--- config.mk ---
export PLATFORM = sky130hd
export DESIGN_NAME = nibble_add_sched
export DESIGN_NICKNAME = d
export VERILOG_FILES = /design/src/rtl/nibble_add_sched.sv
export SDC_FILE = /design/constraint.sdc
export NUM_CORES = 1
export LEC_CHECK = 0
export CAP_MARGIN = 5
export CORE_ASPECT_RATIO = 0.75
export CORE_MARGIN = 1
export CORE_UTILIZATION = 50
export CTS_CLUSTER_SIZE = 8
export DETAILED_ROUTE_END_ITERATION = 10
export PLACE_DENSITY = 0.89
export SYNTH_ARGS = -nofsm -noshare
export SYNTH_HDL_FRONTEND = slang
export SYNTH_SLANG_ARGS = --single-unit
--- constraint.sdc ---
create_clock -name clk -period 5.2 [get_ports clk]
set_input_delay 0.52 -clock clk [delete_from_list [all_inputs] [get_ports clk]]
set_output_delay 0.52 -clock clk [all_outputs]
set_load 0.02 [all_outputs]
--- src/rtl/nibble_add_sched.sv ---
// Two-requester scheduler that adds NIBBLES*4-bit operands through one shared 4-bit adder slice, LSB nibble first.
// Latency NIBBLES edges after accept (plus en=0 stalls); result is held in DONE until res_ready, no grants meanwhile.
module nibble_add_sched #(
  parameter int NIBBLES = 4
) (
  input  logic                   clk,
  input  logic                   rst,
  input  logic                   en,
  input  logic                   req0_valid,
  output logic                   req0_ready,
  input  logic [4*NIBBLES-1:0]   req0_a,
  input  logic [4*NIBBLES-1:0]   req0_b,
  input  logic                   req0_cin,
  input  logic                   req1_valid,
  output logic                   req1_ready,
  input  logic [4*NIBBLES-1:0]   req1_a,
  input  logic [4*NIBBLES-1:0]   req1_b,
  input  logic                   req1_cin,
  output logic                   res_valid,
  input  logic                   res_ready,
  output logic [4*NIBBLES-1:0]   res_sum,
  output logic                   res_cout,
  output logic                   res_id,
  output logic                   busy
);

  localparam int W  = 4 * NIBBLES;
  localparam int IW = (NIBBLES > 1) ? $clog2(NIBBLES) : 1;

  typedef enum logic [1:0] {IDLE, RUN, DONE} state_t;

  state_t          state, state_nx;
  logic [W-1:0]    a_r, b_r;
  logic            carry;
  logic [IW-1:0]   idx;
  logic            last_grant;
  logic            gnt0, gnt1;
  logic            acc0, acc1;
  logic            last_nib;
  logic [4:0]      nib;

  // Round-robin: on a tie, the requester that was not granted last wins.
  assign gnt0 = req0_valid && (!req1_valid || last_grant);
  assign gnt1 = req1_valid && (!req0_valid || !last_grant);

  assign acc0     = req0_valid && req0_ready;
  assign acc1     = req1_valid && req1_ready;
  assign last_nib = (idx == IW'(NIBBLES - 1));
  assign nib      = {1'b0, a_r[idx*4 +: 4]} + {1'b0, b_r[idx*4 +: 4]} + {4'b0, carry};

  always_ff @(posedge clk) begin
    if (rst) state <= IDLE;
    else     state <= state_nx;
  end

  always_comb begin
    state_nx = state;
    case (state)
      IDLE:    if (acc0 || acc1)       state_nx = RUN;
      RUN:     if (en && last_nib)     state_nx = DONE;
      DONE:    if (res_ready)          state_nx = IDLE;
      default:                         state_nx = IDLE;
    endcase
  end

  always_comb begin
    req0_ready = (state == IDLE) && en && gnt0;
    req1_ready = (state == IDLE) && en && gnt1;
    res_valid  = (state == DONE);
    busy       = (state != IDLE);
  end

  always_ff @(posedge clk) begin
    if (rst) begin
      a_r        <= '0;
      b_r        <= '0;
      carry      <= 1'b0;
      idx        <= '0;
      last_grant <= 1'b1;
      res_sum    <= '0;
      res_cout   <= 1'b0;
      res_id     <= 1'b0;
    end else begin
      case (state)
        IDLE: begin
          if (acc0) begin
            a_r        <= req0_a;
            b_r        <= req0_b;
            carry      <= req0_cin;
            idx        <= '0;
            res_id     <= 1'b0;
            last_grant <= 1'b0;
          end else if (acc1) begin
            a_r        <= req1_a;
            b_r        <= req1_b;
            carry      <= req1_cin;
            idx        <= '0;
            res_id     <= 1'b1;
            last_grant <= 1'b1;
          end
        end
        RUN: begin
          if (en) begin
            res_sum[idx*4 +: 4] <= nib[3:0];
            carry               <= nib[4];
            idx                 <= idx + 1'b1;
            if (last_nib) res_cout <= nib[4];
          end
        end
        default: ;
      endcase
    end
  end

endmodule

==> results of run 1 <==
cell usage after synthesis, types with 6 or more instances:
master	number	area, um2
buf_4	7	52.6
mux4_2	8	180
clkbuf_1	8	30.0
nand2_1	68	255
a311oi_2	28	420
a21oi_1	6	30.0
ha_1	8	100
a22oi_1	12	90.1
nor2_1	52	195
dfxtp_1	56	1120
kinds of logic after synthesis:
kind of cell | Yosys count
compound gates | 63
xor+xnor | 1
fa+ha+maj | 10
buf+inv | 28
flops | 56
mux | 8
simple gates | 145
critical path, cell delays in order:
cell and delay, ns:
clkdlybuf4s50_1 0.62, nor3b_4 0.33, nand3_4 0.38, clkinv_2 0.48, clkdlybuf4s50_1 0.70
power by group through the flow:
stage	Clock, mW	Combinational (mW)	Sequential [mW]
2_1_floorplan	0	0.147	0.477
3_3_place_gp	0	0.223	0.484
3_5_place_dp	0	0.229	0.485
4_1_cts	0.257	0.230	0.476
5_1_grt	0.273	0.249	0.479
6_report	0.258	0.230	0.476
metal layers:
metal	vias up	part of all wire
li1	1280	-
met1	1244	0.46
met2	119	0.44
met3	14	0.082
met4	0	0.016
met5	-	0
how the worst max path moves through the flow:
stage	endpoint	slack, ns	cells past startpoint
2_1_floorplan	res_cout	2.60	8
3_3_place_gp	req0_ready	1.72	5
3_5_place_dp	req0_ready	1.61	5
4_1_cts	req0_ready	1.59	5
5_1_grt	req0_ready	1.40	5
6_report	req0_ready	1.62	5
area by class of cell:
cell class / instances / area share
Sequential cell: 56 / 0.284
Clock buffer: 5 / 0.0174
Timing Repair Buffer: 95 / 0.238
Tap cell: 75 / 0.0237
Multi-Input combinational cell: 227 / 0.425
Clock inverter: 3 / 0.00697
Inverter: 5 / 0.00507
sequential cells by signal, summed over array words and instances, names as in the netlist:
register,flops
res_id,1
a_r,16
carry,1
idx,2
b_r,16
res_sum,16
res_cout,1
state,2
last_grant,1
stage by stage:
step                hold WS, ns  setup WS (ns)  power (mW)
floorplan                 0.450           2.60       0.624
global placement          0.461           1.72       0.707
detailed placement        0.481           1.61       0.715
CTS                       0.506           1.59       0.963
global route              0.524           1.40        1.00
finish                    0.501           1.62       0.965
==> flow_summary.ini, run 1 <==
[final_layout]
drive_above_1_share = 0.151
filler_cell_count = 387
mostFrequentLayoutCells = clkdlybuf4s50_1 (92), nand2_1 (68), dfxtp_1 (56), nor2_1 (52), a311oi_2 (28)
design_area_um2 = 3950
diodes = 0
seq_area_um2 = 1120
fin_util = 0.719
stdcell_count = 466
area_delta_synth_final_pct = 34.2
final_common_cell = clkdlybuf4s50_1
nets = 472
multiInputGateArea_um2 = 1680

[logic_synthesis]
synth.avg_cell_area_um2 = 9.47
synthCells = 311
yosys_warnings = 0
synth.area.mux_share = 0.0612
synthSimpleGateAreaFrac = 0.226
synth_adder_area_share = 0.0476
ys_seq_area_frac = 0.381
yosys_most_used_dff = dfxtp_1
async_flop_share = 0
ys_ff_latch = 56
synth_top_family_by_area = compound AO/OA/AOI/OAI gates
synth_edf_count = 0
synth_xor_area_frac = 0.00297
synth.distinct_cells = 37
syn_nets = 393
synth_compound_area_frac = 0.232
syn-cell-area_um2 = 2950

[floorplan]
start_util = 0.536
fp-row-count = 23
dieHeight_um = 68.5
die_w_um = 90.6
pin_count = 94
die-area_um2 = 6200
coreArea_um2 = 5500

[clock_network]
htree_levels = 2
cts_max_path_buffers = 2
postCtsResizedCells = 0
numCtsBuffers = 5
tritoncts = done
clock_latency_ns = 0.33
ctsHoldBuffers = 0
clkTransAtPathRegs_ns = 0.10
clockRootBuffer = clkbuf_8
cts.sinks = 56
post_cts_buffers = 0

[sta]
hold_viol = 0
fin_skew_ns = 0.00877
setup_tns_ns = 0
finalCriticalPeriod_ns = 3.58
setup_violations = 0
relSlewSlack = 0.246
max_freq_mhz = 279
tightest_slew_ns = 1.13
rsz0062_at_grt = false
layout_worst_path_cycle_share = 0.689
final_max_slew_viol_count = 0

[routing]
dr_total_vias = 2657
routed_wl_mm = 7.49
viasPerCell = 5.70
drc = 0
wl_per_cell_um = 16.1
firstDrtPassIters = 4
drt_iter0_drc = 217
antenna_left = 0

[grt]
grtUsageMet3 = 0.0578
grt_overflow = 0
grt_pass1_vias = 2521
use_met1 = 0.337
use_met2 = 0.395
antenna_found_initial = 0
grt_max_degree = 57
grt_pass1_wl_mm = 12.0
grt_busiest_layer = met2
globalRouteTotalUtil = 0.250

[power]
p_comb_frac = 0.239
power_density_nw_per_um2 = 244
pwr-share-seq = 0.494
p_clk_frac = 0.267
peakVddDrop_v = 0.000179
internal_power_mw = 0.671
swShare = 0.304
p_sw_mw = 0.294
p_leak_nw = 1.41

[worst_setup_path]
critPathLaunch = en
critPathKind = input pin to output port
regToRegStartpoint = idx[0]
critPathCaptureType = output port
cp_data_arrival_time_ns = 3.06
r2r-end = res_sum[14]
start_kind = input pin
r2r_setup_slack_ns = 2.16
crit_fanout = 36
ff2ff_path_depth = 6
required_ns = 4.68

[placement]
hpwlAfterDp_mm = 5.40
gp_congestion = 0.781
place_inst = 458
placed_area_um2 = 3850
io_buffers = 93

[run_status]
outcome = complete, no violations

[job]
cap_violations = 0

[worst_hold_path]
whs_path_depth = 2
min_from = res_id
holdPathEnd = res_id
hold_class = flip-flop to flip-flop
(Power assumes the default switching activity.)
==> run 2, diff against run 1 <==
--- a/config.mk
+++ b/config.mk
@@ -8,10 +8,10 @@
 export CAP_MARGIN = 5
 export CORE_ASPECT_RATIO = 0.75
 export CORE_MARGIN = 1
-export CORE_UTILIZATION = 50
+export CORE_UTILIZATION = 47
 export CTS_CLUSTER_SIZE = 8
 export DETAILED_ROUTE_END_ITERATION = 10
-export PLACE_DENSITY = 0.89
+export PLACE_DENSITY = 0.85
 export SYNTH_ARGS = -nofsm -noshare
 export SYNTH_HDL_FRONTEND = slang
 export SYNTH_SLANG_ARGS = --single-unit
==> constraint.sdc (replaced) <==
create_clock -name clk -period 3.5 [get_ports clk]
set_input_delay 0.35 -clock clk [delete_from_list [all_inputs] [get_ports clk]]
set_output_delay 0.35 -clock clk [all_outputs]
set_load 0.02 [all_outputs]
==> flow_summary.ini, run 2 (synthesis results as in run 1) <==
[sta]
fin_skew_ns = 0.00575
setup_violations = 0
tightest_slew_ns = 0.616
rsz0062_at_grt = false
hold_viol = 0
max_freq_mhz = 382
layout_worst_path_cycle_share = 0.747
finalCriticalPeriod_ns = 2.62
setup_tns_ns = 0
final_max_slew_viol_count = 0
relSlewSlack = 0.589

[worst_setup_path]
endpoint = res_cout
required_ns = 3.69
ff2ff_path_depth = 7
r2r-end = res_cout
cp_data_arrival_time_ns = 2.80
critPathLaunch = idx[0]
critPathCaptureType = flip-flop
regToRegStartpoint = idx[0]
crit_fanout = 7
worstPathCellList = mux4_2 -> fa_1 -> fa_1 -> a21oi_1 -> o22ai_1 -> a32oi_1 -> nor2_1
critPathKind = flip-flop to flip-flop
cpMaxStageDelayCell = mux4_2
r2r_setup_slack_ns = 0.88
start_kind = flip-flop
crit_path_frequent_cell = fa_1
slowest_delay_ns = 0.57

[run_status]
outcome = complete, no violations

[clock_network]
numCtsBuffers = 5
clockRootBuffer = clkbuf_8
ctsHoldBuffers = 0
htree_levels = 2
tritoncts = done
post_cts_buffers = 0
cts_max_path_buffers = 2
postCtsResizedCells = 0
clkTransAtPathRegs_ns = 0.10
clock_latency_ns = 0.31
cts.sinks = 56

[final_layout]
mostFrequentLayoutCells = clkdlybuf4s50_1 (92), nand2_1 (68), dfxtp_1 (56), nor2_1 (52), a311oi_2 (28)
drive_above_1_share = 0.157
seq_area_um2 = 1120
filler_cell_count = 456
fin_util = 0.674
diodes = 0
reg_top3 = a_r (16), b_r (16), res_sum (16)
stdcell_count = 472
area_delta_synth_final_pct = 35.3
nets = 475
multiInputGateArea_um2 = 1680
final_common_cell = clkdlybuf4s50_1

[grt]
globalRouteTotalUtil = 0.235
grt_max_degree = 65
grtUsageMet3 = 0.0430
grt_pass1_wl_mm = 12.1
use_met2 = 0.359
grt_pass1_vias = 2550
grt_busiest_layer = met2
use_met1 = 0.342
grt_overflow = 0
antenna_found_initial = 0

[floorplan]
die-area_um2 = 6590
die_w_um = 93.4
fp-row-count = 24
coreArea_um2 = 5920
start_util = 0.498
dieHeight_um = 70.6
pin_count = 94

[routing]
firstDrtPassIters = 5
drc = 0
routed_wl_mm = 7.32
dr_total_vias = 2641
wl_per_cell_um = 15.5
antenna_left = 0
drt_iter0_drc = 141
viasPerCell = 5.60

[power]
p_leak_nw = 1.43
peakVddDrop_v = 0.000192
power_density_nw_per_um2 = 354

[worst_hold_path]
hold_class = flip-flop to flip-flop
whs_path_depth = 1

[placement]
io_buffers = 93
gp_congestion = 0.828
hpwlAfterDp_mm = 5.65
place_inst = 464

[job]
cap_violations = 0
run 2: per-stage QoR:
step | power, mW | worst slack (ns) | hold WS, ns | cell area, um2
global route | 1.48 | 0.702 | 0.541 | 3990
CTS | 1.42 | 0.884 | 0.504 | 3990
finish | 1.41 | 0.884 | 0.498 | 3990
detailed placement | 1.07 | 0.907 | 0.476 | 3890
floorplan | 0.927 | 0.901 | 0.450 | 2950
global placement | 1.06 | 0.967 | 0.459 | 3890
run 2: how the worst min path moves through the flow:
stage | end | start
4_1_cts | last_grant | last_grant
2_1_floorplan | last_grant | last_grant
3_5_place_dp | last_grant | last_grant
6_report | last_grant | last_grant
3_3_place_gp | last_grant | last_grant
5_1_grt | last_grant | last_grant
run 2: final cells by class:
cell class	count	share of cell area
Sequential cell	56	0.281
Inverter	5	0.00502
Clock inverter	3	0.00565
Clock buffer	5	0.0173
Timing Repair Buffer	98	0.245
Tap cell	78	0.0245
Multi-Input combinational cell	227	0.421
run 2: worst max-delay path: cells and delay by family (launching register included):
family | cells | cell delay, ns
AOI/OAI and AO/OA | 3 | 0.48
adders and majority gates | 2 | 0.85
DFF | 1 | 0.52
muxes | 1 | 0.57
and+or+nand+nor | 1 | 0.05
run 2: where the power goes:
part / switching [mW] / internal [mW]
Clock: 0.213 / 0.144
Sequential: 0.0326 / 0.677
Combinational: 0.169 / 0.176
run 2: layer usage:
metal | part of all wire | up-vias | routed length (um)
met2 | 0.44 | 102 | 3190
met3 | 0.069 | 8 | 506
met4 | 0.010 | 0 | 75
met1 | 0.48 | 1248 | 3550
li1 | - | 1283 | -
met5 | 0 | - | 0
==> patch 1, RTL diff (settings of run 2) <==
Change the parameter `NIBBLES` from 4 to 2. Comments in the files are not updated.
--- a/src/rtl/nibble_add_sched.sv
+++ b/src/rtl/nibble_add_sched.sv
@@ -2,5 +2,5 @@
 // Latency NIBBLES edges after accept (plus en=0 stalls); result is held in DONE until res_ready, no grants meanwhile.
 module nibble_add_sched #(
-  parameter int NIBBLES = 4
+  parameter int NIBBLES = 2
 ) (
   input  logic                   clk,
Ports: changed (5 resized); port bits go from 94 to 54. No check against the original RTL was run, so the function may have changed too.
==> patch 1 against run 2 <==
- hold slack got worse by 0.034 ns
- area after synthesis down 45%
- sequential share of layout area fell by 0.48 points
- setup slack improved by 0.060 ns
- final area fell by 44%
- fmax rose by 2.4%
- sequential cell count shrank 25
- critical path depth down 1
- total power shrank 40%
- clock power down 26%
- synthesized cell count down 44%
- combinational power shrank 45%
- routed wire length decreased by 51%
- sequential power down 44%
- critical endpoint is now req1_ready
==> patch 1: results (changes against run 2) <==
status: finished clean
NumNets Final: 269 (-43%)
Inst Count DP: 257 (-45%)
Vias: 1364 (-48%)
top cells by count, synth: dfxtp_1, nor2_1, mux2i_1
Static Leakage: 0.937 nW (-35%)
First DRT Iteration DRCs: 58 (-59%)
GPL Wtd Cong: 0.744 (-10%)
gr usage total: 0.209 (-0.0259)
Routed WL: 3550 µm (-51%)
Port Buffer Count: 53 (-43%)
syn_area_per_cell: 9.43 µm² (-0.42%)
syn_nets: 218 (-45%)
first-pass GRT wire length: 5860 µm (-52%)
slowest stage cell, crit path: clkdlybuf4s50_1
slew margin rel.: 0.644 (+0.0549)
number of diodes: 0 (unchanged)
later-pin clock latency in the skew report: 0.28 ns (-0.03 ns)
pin count of the biggest net entering global routing: 36 (-45%)
vias in the first global route: 1293 (-49%)
Power Internal: 0.000623 W (-38%)
Synth area leaders: dfxtp_1, mux2i_1, nor2_1, a211oi_2, a211oi_1
worst clock skew: 0.00660 ns (+0.000848 ns)
Fill cells: 266 (-42%)
HPWL after DPL: 2500 µm (-56%)
clk slew on worst S/H paths: 0.06 ns (-0.04 ns)
Critical Path AT: 2.21 ns (-0.59 ns)
largest registers: a_r x8, b_r x8, res_sum x8
max incr delay on CP: 0.60 ns (+0.03 ns)
drt wl/cell: 13.4 µm (-14%)
sequential share of the synthesized area: 0.380 (about the same)
share of cells above drive strength 1: 0.129 (-0.0285)
CP Max Fanout: 18 (+11)
DR pass1 iterations: 4 (-1)
## patch 1: cell types whose count changed in the layout (fill, tap and decap cells not counted), sizes merged, moves of 3 or more
cell and change:
nand2 -59, a22oi -12, nand4b -4, clkdlybuf4s50 -39, dfxtp -25, mux4 -8, nor2 -24, a311oi -32
a211oi +18, nor4b -3, mux2 +7, ha -5, a32oi -5, mux2i +20
## patch 1: area by class of cell
cell class / count / share of cell area
clock inverters: 1 / 0.00223
multi-input cells: 122 / 0.404
inverters: 7 / 0.0117
clock buffers: 7 / 0.0340
well taps: 40 / 0.0223
repair buffers: 57 / 0.250
flip-flops and latches: 31 / 0.276
## patch 1: logic make-up after synthesis
family                   count (synthesis)  share of synthesized area
AND/OR/NAND/NOR                         54                      0.159
AO/OA/AOI/OAI                           35                      0.173
flip-flops                              31                      0.380
multiplexers                            27                      0.171
buffers and inverters                   20                     0.0644
adder cells (fa/ha/maj)                  5                     0.0475
XOR/XNOR                                 1                    0.00537
## patch 1: metal layers
| metal | part of all wire | GRT usage | wire length, µm |
|---|---|---|---|
| met1 | 0.51 | 0.287 | 1810 |
| met2 | 0.41 | 0.309 | 1470 |
| met3 | 0.069 | 0.0705 | 246 |
| met4 | 0.0065 | 0.0600 | 23 |
| met5 | 0 | 0 | 0 |
## patch 1: path summary, 6_finish.rpt
check	start	end	slack [ns]	depth (start not counted)
max	en	req1_ready	0.94	6
min	res_id$_SDFFE_PP0P_	res_id$_SDFFE_PP0P_	0.46	2
max reg2reg	idx$_SDFFE_PP0P_	res_sum[3]$_SDFFE_PP0P_	1.05	7
min reg2reg	res_id$_SDFFE_PP0P_	res_id$_SDFFE_PP0P_	0.46	2
## patch 1: power groups by stage
stage / clock (W) / sequential, W / combinational [W]
after CTS: 0.000267 / 0.000394 / 0.000193
after floorplan: 0 / 0.000398 / 0.000115
after global placement: 0 / 0.000400 / 0.000186
final: 0.000263 / 0.000394 / 0.000191
after detailed placement: 0 / 0.000401 / 0.000188
after global routing: 0.000283 / 0.000397 / 0.000208
## patch 1: metrics by stage
| stage | worst slack, ns | utilization | area (µm²) | power, W |
|---|---|---|---|---|
| 2_1_floorplan | 1.15 | - | 1630 | 0.000512 |
| 3_3_place_gp | 1.01 | 0.653 | 2160 | 0.000586 |
| 3_5_place_dp | 0.957 | 0.653 | 2160 | 0.000590 |
| 4_1_cts | 0.947 | 0.678 | 2240 | 0.000854 |
| 5_1_grt | 0.854 | 0.678 | 2240 | 0.000888 |
| 6_report | 0.944 | 0.678 | 2240 | 0.000848 |
## patch 1: worst reg2reg max path, delay by kind of cell (launching register included)
kind / cells / cell delay (ns)
flops: 1 / 0.66
fa+ha+maj: 1 / 0.32
compound gates: 3 / 0.77
mux: 1 / 0.38
buf+inv: 1 / 0.11
simple gates: 1 / 0.09
==> patch 2, RTL diff (settings of run 2) <==
Without the edit above. The 3 states of `state_t` get a one-hot encoding in 3 bits.
--- a/src/rtl/nibble_add_sched.sv
+++ b/src/rtl/nibble_add_sched.sv
@@ -28,5 +28,5 @@
   localparam int IW = (NIBBLES > 1) ? $clog2(NIBBLES) : 1;
 
-  typedef enum logic [1:0] {IDLE, RUN, DONE} state_t;
+  typedef enum logic [2:0] {IDLE = 3'b001, RUN = 3'b010, DONE = 3'b100} state_t;
 
   state_t          state, state_nx;
Behaviour: no difference found for any inputs over 4 cycles, from zero or initial values and one cycle with rst high; so few cycles prove little.
==> patch 2 against run 2 <==
- routed wire length is 13% higher
- final area increased by 6.7%
- total power grew 24%
- area after synthesis up 6.3%
- die area increased by 6.2%
- count of clock-buffer cells in the layout rose by 5
- global-route usage increased by 1.7 points
- sequential cell count is 1 higher
- setup slack got worse by 0.17 ns
- non-clock buffer count did not move
- clock skew increased by 0.0027 ns
- hold slack got worse by 0.046 ns
- first-iteration DRC count rose by 58%
==> patch 2: results (changes against run 2) <==
slew margin rel.: 0.328 (-0.261)
metal2 WL: 3840 µm (+20%)
largest registers: a_r x16, b_r x16, res_sum x16
vias in the first global route: 2746 (+7.7%)
slowest stage cell, crit path: mux4_2
pin count of the biggest net entering global routing: 49 (-25%)
TritonCTS Buffers: 9 (+4)
GRT met2 Usage: 0.401 (+0.0416)
Synth area leaders: dfxtp_1, a211oi_2, a21oi_2, nor2_1, mux4_2
asr flop ratio synth: 0 (unchanged)
top layer used by detailed routing: met4
grt met3 use: 0.0854 (+0.0424)
met1 usage: 0.325 (-0.0172)
worst clock skew: 0.00846 ns (+0.00271 ns)
initial antenna violation count: 0 (unchanged)
power per cell area: 410 nW/µm² (+16%)
first-pass GRT wire length: 13100 µm (+8.2%)
hold slack: 0.452 ns (-0.0455 ns)
gr usage total: 0.251 (+0.0168)
NumNets Final: 495 (+4.2%)
clk slew on worst S/H paths: 0.07 ns (-0.03 ns)
CP Max Fanout: 7 (unchanged)
Comb power: 0.000359 W (+4%)
Synthesis Warnings: 0 (unchanged)
routed length on met3: 540 µm (+6.7%)
GPL Wtd Cong: 0.824 (-0.37%)
root buffer cell: clkbuf_8
post-synth cell types: 45 (+22%)
met1 WL: 3770 µm (+6.4%)
Fill cells: 493 (+8.1%)
Port Buffer Count: 93 (unchanged)
HPWL after DPL: 5850 µm (+3.6%)
sequential share of the synthesized area: 0.364 (-0.0163)
later-pin clock latency in the skew report: 0.35 ns (+0.04 ns)
DR pass1 iterations: 4 (-1)
Critical Path AT: 3.05 ns (+0.25 ns)
vias per cell: 5.61 (+0.18%)
First DRT Iteration DRCs: 223 (+58%)
Register-to-Register Setup Slack: 0.71 ns (-0.17 ns)
top cells by count, synth: dfxtp_1, nor2_1, nand2_1
Routed WL: 8290 µm (+13%)
status: finished clean
Peak VDD IR: 208 µV (+8.8%)
H-Tree Depth: 3 (+1)
syn_nets: 412 (+4.8%)
Power Clock: 0.000666 W (+87%)
Static Leakage: 1.55 nW (+8.0%)
switching portion of total power: 0.278 (-0.0156)
share of cells above drive strength 1: 0.222 (+0.0651)
CTS Buffer Depth: 2 (unchanged)
-- patch 2: cell families after synthesis --
logic type / count (synthesis) / synth area share
flip-flops: 57 / 0.364
AO/OA/AOI/OAI: 99 / 0.283
buffers and inverters: 33 / 0.0615
AND/OR/NAND/NOR: 121 / 0.183
XOR/XNOR: 2 / 0.00559
multiplexers: 8 / 0.0575
adder cells (fa/ha/maj): 10 / 0.0447
-- patch 2: path summary, 6_finish.rpt --
check | cells after the start | start | to
min reg2reg | 2 | res_sum[13]$_SDFFE_PP0P_ | res_sum[13]$_SDFFE_PP0P_
max reg2reg | 6 | idx[0]$_SDFFE_PP0P_ | res_sum[14]$_SDFFE_PP0P_
max | 6 | idx[0]$_SDFFE_PP0P_ | res_sum[14]$_SDFFE_PP0P_
min | 2 | res_sum[13]$_SDFFE_PP0P_ | res_sum[13]$_SDFFE_PP0P_
-- patch 2: worst reg2reg max path: cells and delay by family (launching register included) --
family	cells	cell delay [ns]
adder cells (fa/ha/maj)	2	0.90
XOR/XNOR	1	0.39
AND/OR/NAND/NOR	1	0.13
multiplexers	1	0.58
flip-flops	1	0.55
AO/OA/AOI/OAI	1	0.16
-- patch 2: metrics by stage --
stage	area, µm²	cells	worst slack, ns	utilization
2_1_floorplan	3130	330	0.848	-
3_3_place_gp	4040	483	0.876	0.634
3_5_place_dp	4040	483	0.764	0.634
4_1_cts	4250	499	0.735	0.666
5_1_grt	4250	499	0.607	0.666
6_report	4250	499	0.715	0.666
-- patch 2: area by class of cell --
class	count	area (µm²)	area share
inverter	7	31.3	0.00736
clock inverter	6	82.6	0.0194
timing repair buffer	98	963	0.227
multi-input combinational	240	1810	0.425
tap	81	101	0.0238
sequential	57	1140	0.268
clock buffer	10	128	0.0300
